===== config.mk =====
export PLATFORM = sky130hd
export DESIGN_NAME = sap1_controller
export DESIGN_NICKNAME = d
export VERILOG_FILES = /design/src/rtl/sap1_pkg.sv /design/src/rtl/sap1_microcode.sv /design/src/rtl/sap1_controller.sv
export SDC_FILE = /design/constraint.sdc
export NUM_CORES = 1
export LEC_CHECK = 0
export BUFFER_PORTS_ARGS = -buffer_cell sky130_fd_sc_hd__buf_2
export CORE_UTILIZATION = 49
export DETAILED_ROUTE_END_ITERATION = 8
export HOLD_SLACK_MARGIN = 0.08
export PLACE_DENSITY = 0.79
export SLEW_MARGIN = 0
export SYNTH_ARGS = -nofsm -noshare
export SYNTH_HDL_FRONTEND = slang
export SYNTH_SLANG_ARGS = --single-unit

===== constraint.sdc =====
create_clock -name clk -period 1.8 [get_ports clk]
set_input_delay 0.27 -clock clk [delete_from_list [all_inputs] [get_ports clk]]
set_output_delay 0.27 -clock clk [all_outputs]
set_load 0.03 [all_outputs]

===== src/rtl/sap1_pkg.sv =====
// SAP-1 controller shared definitions.
// Control-bit indices, opcodes and T-state encoding.
package sap1_pkg;

  localparam int NUM_T_DEF = 5;

  localparam int CO  = 0;
  localparam int J   = 1;
  localparam int CE  = 2;
  localparam int OI  = 3;
  localparam int BI  = 4;
  localparam int SU  = 5;
  localparam int EO  = 6;
  localparam int AO  = 7;
  localparam int AI  = 8;
  localparam int II  = 9;
  localparam int IO  = 10;
  localparam int RO  = 11;
  localparam int RI  = 12;
  localparam int MI  = 13;
  localparam int FI  = 14;
  localparam int HLT = 15;

  localparam logic [3:0] OP_NOP = 4'h0;
  localparam logic [3:0] OP_LDA = 4'h1;
  localparam logic [3:0] OP_ADD = 4'h2;
  localparam logic [3:0] OP_SUB = 4'h3;
  localparam logic [3:0] OP_STA = 4'h4;
  localparam logic [3:0] OP_LDI = 4'h5;
  localparam logic [3:0] OP_JMP = 4'h6;
  localparam logic [3:0] OP_JC  = 4'h7;
  localparam logic [3:0] OP_JZ  = 4'h8;
  localparam logic [3:0] OP_OUT = 4'hE;
  localparam logic [3:0] OP_HLT = 4'hF;

  typedef enum logic [2:0] {
    T0 = 3'd0,
    T1 = 3'd1,
    T2 = 3'd2,
    T3 = 3'd3,
    T4 = 3'd4
  } tstate_e;

  function automatic logic [15:0] cb(input int i);
    return 16'd1 << i;
  endfunction

endpackage


===== src/rtl/sap1_microcode.sv =====
// SAP-1 microcode ROM.
// Maps opcode/T-state/flags to the control word.
module sap1_microcode
  import sap1_pkg::*;
(
  input  logic [3:0]  opcode,
  input  logic [2:0]  tstate,
  input  logic        carry_q,
  input  logic        zero_q,
  output logic [15:0] ctrl,
  output logic        last
);

  logic [2:0] len;

  // instruction length, control word and last-step flag
  always_comb begin
    len  = 3'd2;
    ctrl = '0;
    case (opcode)
      OP_LDA, OP_STA: len = 3'd4;
      OP_ADD, OP_SUB: len = 3'd5;
      OP_LDI, OP_JMP,
      OP_JC,  OP_JZ,
      OP_OUT, OP_HLT: len = 3'd3;
      default:        len = 3'd2;
    endcase
    case (tstate)
      3'd0: ctrl = cb(CO) | cb(MI);
      3'd1: ctrl = cb(RO) | cb(II) | cb(CE);
      3'd2: begin
        case (opcode)
          OP_LDA, OP_ADD,
          OP_SUB, OP_STA:
            ctrl = cb(IO) | cb(MI);
          OP_LDI: ctrl = cb(IO) | cb(AI);
          OP_JMP: ctrl = cb(IO) | cb(J);
          OP_JC:
            ctrl = carry_q ? (cb(IO) | cb(J))
                           : 16'h0000;
          OP_JZ:
            ctrl = zero_q ? (cb(IO) | cb(J))
                          : 16'h0000;
          OP_OUT: ctrl = cb(AO) | cb(OI);
          OP_HLT: ctrl = cb(HLT);
          default: ctrl = '0;
        endcase
      end
      3'd3: begin
        case (opcode)
          OP_LDA: ctrl = cb(RO) | cb(AI);
          OP_ADD, OP_SUB:
            ctrl = cb(RO) | cb(BI);
          OP_STA: ctrl = cb(AO) | cb(RI);
          default: ctrl = '0;
        endcase
      end
      3'd4: begin
        case (opcode)
          OP_ADD:
            ctrl = cb(EO) | cb(AI) | cb(FI);
          OP_SUB:
            ctrl = cb(EO) | cb(AI) | cb(FI)
                 | cb(SU);
          default: ctrl = '0;
        endcase
      end
      default: ctrl = '0;
    endcase
    last = (tstate == len - 3'd1);
  end

endmodule


===== src/rtl/sap1_controller.sv =====
// SAP-1 control sequencer.
// T-state counter, flags, halt latch around the ROM.
module sap1_controller
  import sap1_pkg::*;
#(
  parameter int NUM_T = NUM_T_DEF
) (
  input  logic        clk,
  input  logic        reset,
  input  logic        en,
  input  logic [3:0]  opcode,
  input  logic        carry_in,
  input  logic        zero_in,
  output logic [15:0] ctrl,
  output logic [2:0]  tstate,
  output logic        halted
);

  localparam logic [2:0] T_MAX = 3'(NUM_T - 1);

  tstate_e     state_q, state_d;
  logic        carry_q, carry_d;
  logic        zero_q, zero_d;
  logic        halted_q, halted_d;
  logic [15:0] rom_ctrl;
  logic        last;

  sap1_microcode u_rom (
    .opcode  (opcode),
    .tstate  (state_q),
    .carry_q (carry_q),
    .zero_q  (zero_q),
    .ctrl    (rom_ctrl),
    .last    (last)
  );

  // state, flag and halt registers
  always_ff @(posedge clk or negedge reset) begin
    if (!reset) begin
      state_q  <= T0;
      carry_q  <= 1'b0;
      zero_q   <= 1'b0;
      halted_q <= 1'b0;
    end else begin
      state_q  <= state_d;
      carry_q  <= carry_d;
      zero_q   <= zero_d;
      halted_q <= halted_d;
    end
  end

  // sequencing: halt, early termination, flag load
  always_comb begin
    state_d  = state_q;
    carry_d  = carry_q;
    zero_d   = zero_q;
    halted_d = halted_q;
    if (en && !halted_q) begin
      if (rom_ctrl[HLT]) begin
        halted_d = 1'b1;
      end else if (last || state_q == T_MAX) begin
        state_d = T0;
      end else begin
        state_d = tstate_e'(state_q + 3'd1);
      end
      if (rom_ctrl[FI]) begin
        carry_d = carry_in;
        zero_d  = zero_in;
      end
    end
  end

  assign ctrl   = halted_q ? cb(HLT) : rom_ctrl;
  assign tstate = state_q;
  assign halted = halted_q;

endmodule


==> results of run 1 <==
==> synthesized netlist by cell type, types with 3 or more instances <==
master and instances:
sky130_fd_sc_hd__inv_1 6, sky130_fd_sc_hd__ha_1 6, sky130_fd_sc_hd__buf_4 5, sky130_fd_sc_hd__nor2_1 10, sky130_fd_sc_hd__and3_1 3, sky130_fd_sc_hd__nand2_1 4, sky130_fd_sc_hd__a21oi_1 3, sky130_fd_sc_hd__nor3_1 5
sky130_fd_sc_hd__dfrtp_1 6, sky130_fd_sc_hd__and2_1 4
==> what timing repair did <==
action / in CTS
setup endpoints to repair: 14
pin swaps: 7
hold buffers: 1
setup buffers: 4
gates resized for setup: 31
endpoints found under the hold margin: 6
==> per-stage QoR <==
stage	utilization (%)	instance area [µm²]	worst slack (ns)	TNS [ns]
floorplan	-	915	-0.0563	-0.254
global placement	76.9	1170	-0.187	-0.767
detailed placement	76.9	1170	-0.250	-1.18
CTS	89.7	1370	-0.177	-1.23
==> cells by family after synthesis <==
family | after synthesis | share of synthesized area (%)
mux | 3 | 4.64
fa+ha+maj | 6 | 9.29
buf+inv | 14 | 9.91
xor+xnor | 4 | 6.66
flops | 6 | 18.6
compound gates | 16 | 16.1
simple gates | 46 | 34.8
==> impl_metrics.yaml, run 1 <==
outcome:
  run_status: "stopped before the end"
  stop_stage: "5_1_grt"
  tool.error: "[ERROR DPL-0038] Utilization greater than 100%, impossible to legalize"
cts:
  numClockSinks: 6
  cts-htree-levels: 1
  clock-root-buffer: "sky130_fd_sc_hd__clkbuf_4"
  cts-buffers-inserted: 3
  maximum_buffer_depth_of_the_clock_tree: 2
yosys:
  syn_warnings: 0
  synth-async-reset-ratio_pct: 100
  synth_area_per_cell_um2: 8.51
  synth_top_area_cell: "sky130_fd_sc_hd__dfrtp_1"
  synth_flop_cell: "sky130_fd_sc_hd__dfrtp_1"
  synthesis.instances: 95
  syn-cell-area_um2: 808
  ys_types: 44
  synth_top_cell_area_share_pct: 18.6
  number_of_enable_type_register_cells_in_the_synthesized_netlist: 0
  net_count_of_the_mapped_netlist: 110
  netlist_top_cells_area: "sky130_fd_sc_hd__dfrtp_1, sky130_fd_sc_hd__ha_1, sky130_fd_sc_hd__buf_4"
  postSynthRegisterBits: 6
  synth_sequential_area_ratio_pct: 18.6
floorplanning:
  floorplan.initialDensity_pct: 53.0
  chipWidth_um: 42.6
  placement_rows: 14
  floorplan.io_pins: 29
  die-height_um: 42.6
place:
  io_buffer_count: 28
  finalWeightedCongestion: 0.853
  dp.cells: 153
  dp_hpwl_mm: 1.90
timing:
  globalroute.repair_timing.worst_endpoint: "ctrl[8]"
  worst_endpoint_kind: "primary output"
grt:
  largest_net_degree_at_the_start_of_global_routing: 11
==> inputs of run 2 (changes only) <==
--- a/config.mk
+++ b/config.mk
@@ -6,10 +6,10 @@
 export NUM_CORES = 1
 export LEC_CHECK = 0
 export BUFFER_PORTS_ARGS = -buffer_cell sky130_fd_sc_hd__buf_2
-export CORE_UTILIZATION = 49
+export CORE_AREA = 2 2 63 65
 export DETAILED_ROUTE_END_ITERATION = 8
-export HOLD_SLACK_MARGIN = 0.08
-export PLACE_DENSITY = 0.79
+export DIE_AREA = 0 0 65 67
+export PLACE_DENSITY_LB_ADDON = 0.15
 export SLEW_MARGIN = 0
 export SYNTH_ARGS = -nofsm -noshare
 export SYNTH_HDL_FRONTEND = slang
==> impl_metrics.yaml, run 2 <==
outcome:
  run_status: "complete, but fails checks"
  violations_in_the_final_reports: "setup timing"
power_and_ir_drop:
  p_int_mw: 1.14
  power_frac_comb_pct: 77.5
  power_mw: 2.16
  sw_frac_of_total_pct: 47.4
  max-vdd-ir-drop_uv: 687
  total_power_divided_by_cell_area_nw_per_um2: 1380
  part_of_the_total_power_dissipated_in_sequential_elements_pct: 12.8
  power_switching_mw: 1.02
  p_leak_nw: 0.706
  clockPowerShare_pct: 9.7
cts:
  maximum_buffer_depth_of_the_clock_tree: 2
  clock-root-buffer: "sky130_fd_sc_hd__clkbuf_8"
  cts_tree: "built"
  cts-htree-levels: 1
  worstSkewPairLatency_ns: 0.22
  path_clk_slew_ns: 0.04
  cts-buffers-inserted: 3
  numClockSinks: 6
timing:
  skew_ns: 0.00153
  finalSetupViolCount: 6
  finalHoldViolCount: 0
  unrepaired_setup_endpoints_after_global_routing: "true"
  final_period_minus_worst_setup_slack_ns: 1.93
  worst_slew_margin_rel_pct: 75.4
  fmax_ghz: 0.519
  slew_violations: 0
  final_critical_path_setup_slack_ns: -0.125
  worst_slew_pin_slew_ns: 0.369
  finalCritPeriodShare_pct: 107
yosys:
  syn_warnings: 0
  syn-cell-area_um2: 808
  ys_types: 44
  synth_top_area_cell: "sky130_fd_sc_hd__dfrtp_1"
  number_of_enable_type_register_cells_in_the_synthesized_netlist: 0
  synth-async-reset-ratio_pct: 100
  most_instantiated_library_cell_after_synthesis: "sky130_fd_sc_hd__nor2_1"
  netlist_top_cells_area: "sky130_fd_sc_hd__dfrtp_1, sky130_fd_sc_hd__ha_1, sky130_fd_sc_hd__buf_4"
  synth_flop_cell: "sky130_fd_sc_hd__dfrtp_1"
  net_count_of_the_mapped_netlist: 110
  synth_area_per_cell_um2: 8.51
  synth_top_cell_area_share_pct: 18.6
  postSynthRegisterBits: 6
  synthesis.instances: 95
  synth_commonest_cells: "sky130_fd_sc_hd__nor2_1, sky130_fd_sc_hd__dfrtp_1, sky130_fd_sc_hd__ha_1, sky130_fd_sc_hd__inv_1"
  synth_sequential_area_ratio_pct: 18.6
final_layout:
  area_delta_synth_final_pct: 93.7
  proportion_of_layout_cells_with_a_drive_suffix_above_1_pct: 69.9
  most-common-layout-cells: "sky130_fd_sc_hd__buf_4, sky130_fd_sc_hd__buf_2, sky130_fd_sc_hd__buf_6, sky130_fd_sc_hd__nor2_1, sky130_fd_sc_hd__ha_4"
  register_area_um2: 155
  final_util_pct: 43.4
  post-route-cell-area_um2: 1570
  nets: 169
  multi_input_comb_area_um2: 802
  layout.cells.most_common: "sky130_fd_sc_hd__buf_4"
  final.fill_count: 379
  n_antenna_cell: 0
  max_ffs_per_register: 3
detailed_routing:
  number_of_remaining_drc_errors: 0
  antenna_left: 0
  detailedRoute.firstPassIterationCount: 2
  detailedRoute.firstIterationViolations: 8
  routed-via-count: 903
  via_density_per_instance: 4.49
  postRouteWirelength_mm: 2.55
  wl_per_cell_um: 12.7
floorplanning:
  core-area_um2: 3610
  floorplan.initialDensity_pct: 22.4
  die-height_um: 67
  floorplan.io_pins: 29
  floorplan.die_area_um2: 4360
  chipWidth_um: 65
  placement_rows: 22
critical_path:
  slowest_stage: "sky130_fd_sc_hd__dfrtp_2"
  crit_path_max_incr_delay_ns: 0.45
  crit_path_end_kind: "output port"
  critical-path-top-delay-family: "flip-flops"
  critical_path.cell_chain: "ha_4 -> ha_4 -> and2b_1 -> a31o_2 -> nand3_2 -> a211oi_4 -> buf_6"
  maximum_fanout_count_along_the_critical_path: 4
  arrival_ns: 1.66
  worstSetupStartpointType: "flop"
  cp.required_ns: 1.53
  critPathBufInv: 1
  critPathKind: "flop to output port"
  timing.critical_path.mode_cell: "sky130_fd_sc_hd__ha_4"
place:
  dp_hpwl_mm: 1.97
  worst_slack_placed_ns: -0.222
  postPlaceCellArea_um2: 1230
  io_buffer_count: 28
  finalWeightedCongestion: 0.802
grt:
  wire_length_of_the_first_global_routing_pass_mm: 4.17
  track_usage_pct: 12.6
  first_global_vias: 932
  largest_net_degree_at_the_start_of_global_routing: 11
  antenna_found_initial: 0
  gr_ovfl_total: 0
run:
  cap_violations: 0
min_path:
  worst_min_delay_path_category: "input port to flop"
## run 2: cell counts after synthesis
No cell type changed its count.
## run 2: worst reg2reg max path, cell delays in order (launching register included)
cell and delay (ns):
sky130_fd_sc_hd__dfrtp_2 0.45, sky130_fd_sc_hd__inv_4 0.10, sky130_fd_sc_hd__ha_4 0.16, sky130_fd_sc_hd__nand3b_1 0.11
sky130_fd_sc_hd__buf_4 0.15, sky130_fd_sc_hd__buf_4 0.13, sky130_fd_sc_hd__o21bai_4 0.13, sky130_fd_sc_hd__a21oi_1 0.09
sky130_fd_sc_hd__and2_1 0.17, sky130_fd_sc_hd__a22o_1 0.19
## run 2: metal layers
layer	part of all wire (%)	routed length, µm	vias to the layer above	track usage (%)
li1	-	-	445	-
met1	44	1120	435	14.9
met2	52	1320	21	23.2
met3	3.8	96	2	1.52
met4	0.78	20	0	4.79
met5	0	0	-	0
## run 2: power groups by stage
stage	Combinational, mW	Clock, mW	Sequential (mW)
final	1.67	0.210	0.277
after floorplan	0.858	0	0.337
after detailed placement	1.32	0	0.261
after global placement	1.32	0	0.260
after global routing	1.82	0.230	0.285
after CTS	1.52	0.218	0.272
## run 2: path summary, 6_finish.rpt
| check | from | endpoint | slack, ns | cells after the start |
|---|---|---|---|---|
| max | tstate[0]$_DFFE_PN0P_ | ctrl[8] | -0.13 | 7 |
| min | zero_in | zero_q$_DFFE_PN0P_ | 0.27 | 2 |
| max reg2reg | tstate[0]$_DFFE_PN0P_ | tstate[0]$_DFFE_PN0P_ | 0 | 9 |
| min reg2reg | zero_q$_DFFE_PN0P_ | zero_q$_DFFE_PN0P_ | 0.51 | 1 |
| max in group asynchronous | reset | tstate[2]$_DFFE_PN0P_ | 1.23 | 2 |
| min in group asynchronous | reset | halted$_DFFE_PN0P_ | 0.40 | 2 |
## run 2: cells by family after synthesis
| group | count (synthesis) | synth area share, % |
|---|---|---|
| AND/OR/NAND/NOR | 46 | 34.8 |
| AO/OA/AOI/OAI | 16 | 16.1 |
| buffers and inverters | 14 | 9.91 |
| adder cells (fa/ha/maj) | 6 | 9.29 |
| flip-flops | 6 | 18.6 |
| XOR/XNOR | 4 | 6.66 |
| multiplexers | 3 | 4.64 |
## run 2: metrics by stage
stage	cells	hold WS, ns	TNS (ns)
after global routing	201	0.271	-1.13
after floorplan	95	-0.0256	-0.254
final	201	0.269	-0.512
after global placement	187	0.108	-0.626
after detailed placement	187	0.109	-0.649
after CTS	197	0.269	-0.497
## run 2: layout make-up
| type | instances | area share, % |
|---|---|---|
| repair buffers | 62 | 30.5 |
| well taps | 48 | 3.84 |
| multi-input cells | 75 | 51.2 |
| flip-flops and latches | 6 | 9.91 |
| clock buffers | 4 | 2.88 |
| inverters | 6 | 1.60 |
## run 2: repair_timing
action | in CTS | in global routing
setup buffers | 5 | 5
endpoints found under the setup margin | 11 | 12
pin swaps | 10 | 12
hold buffers | 1 | 0
gates resized for setup | 29 | 25
endpoints found under the hold margin | 6 | 0
(Power assumes the default switching activity.)
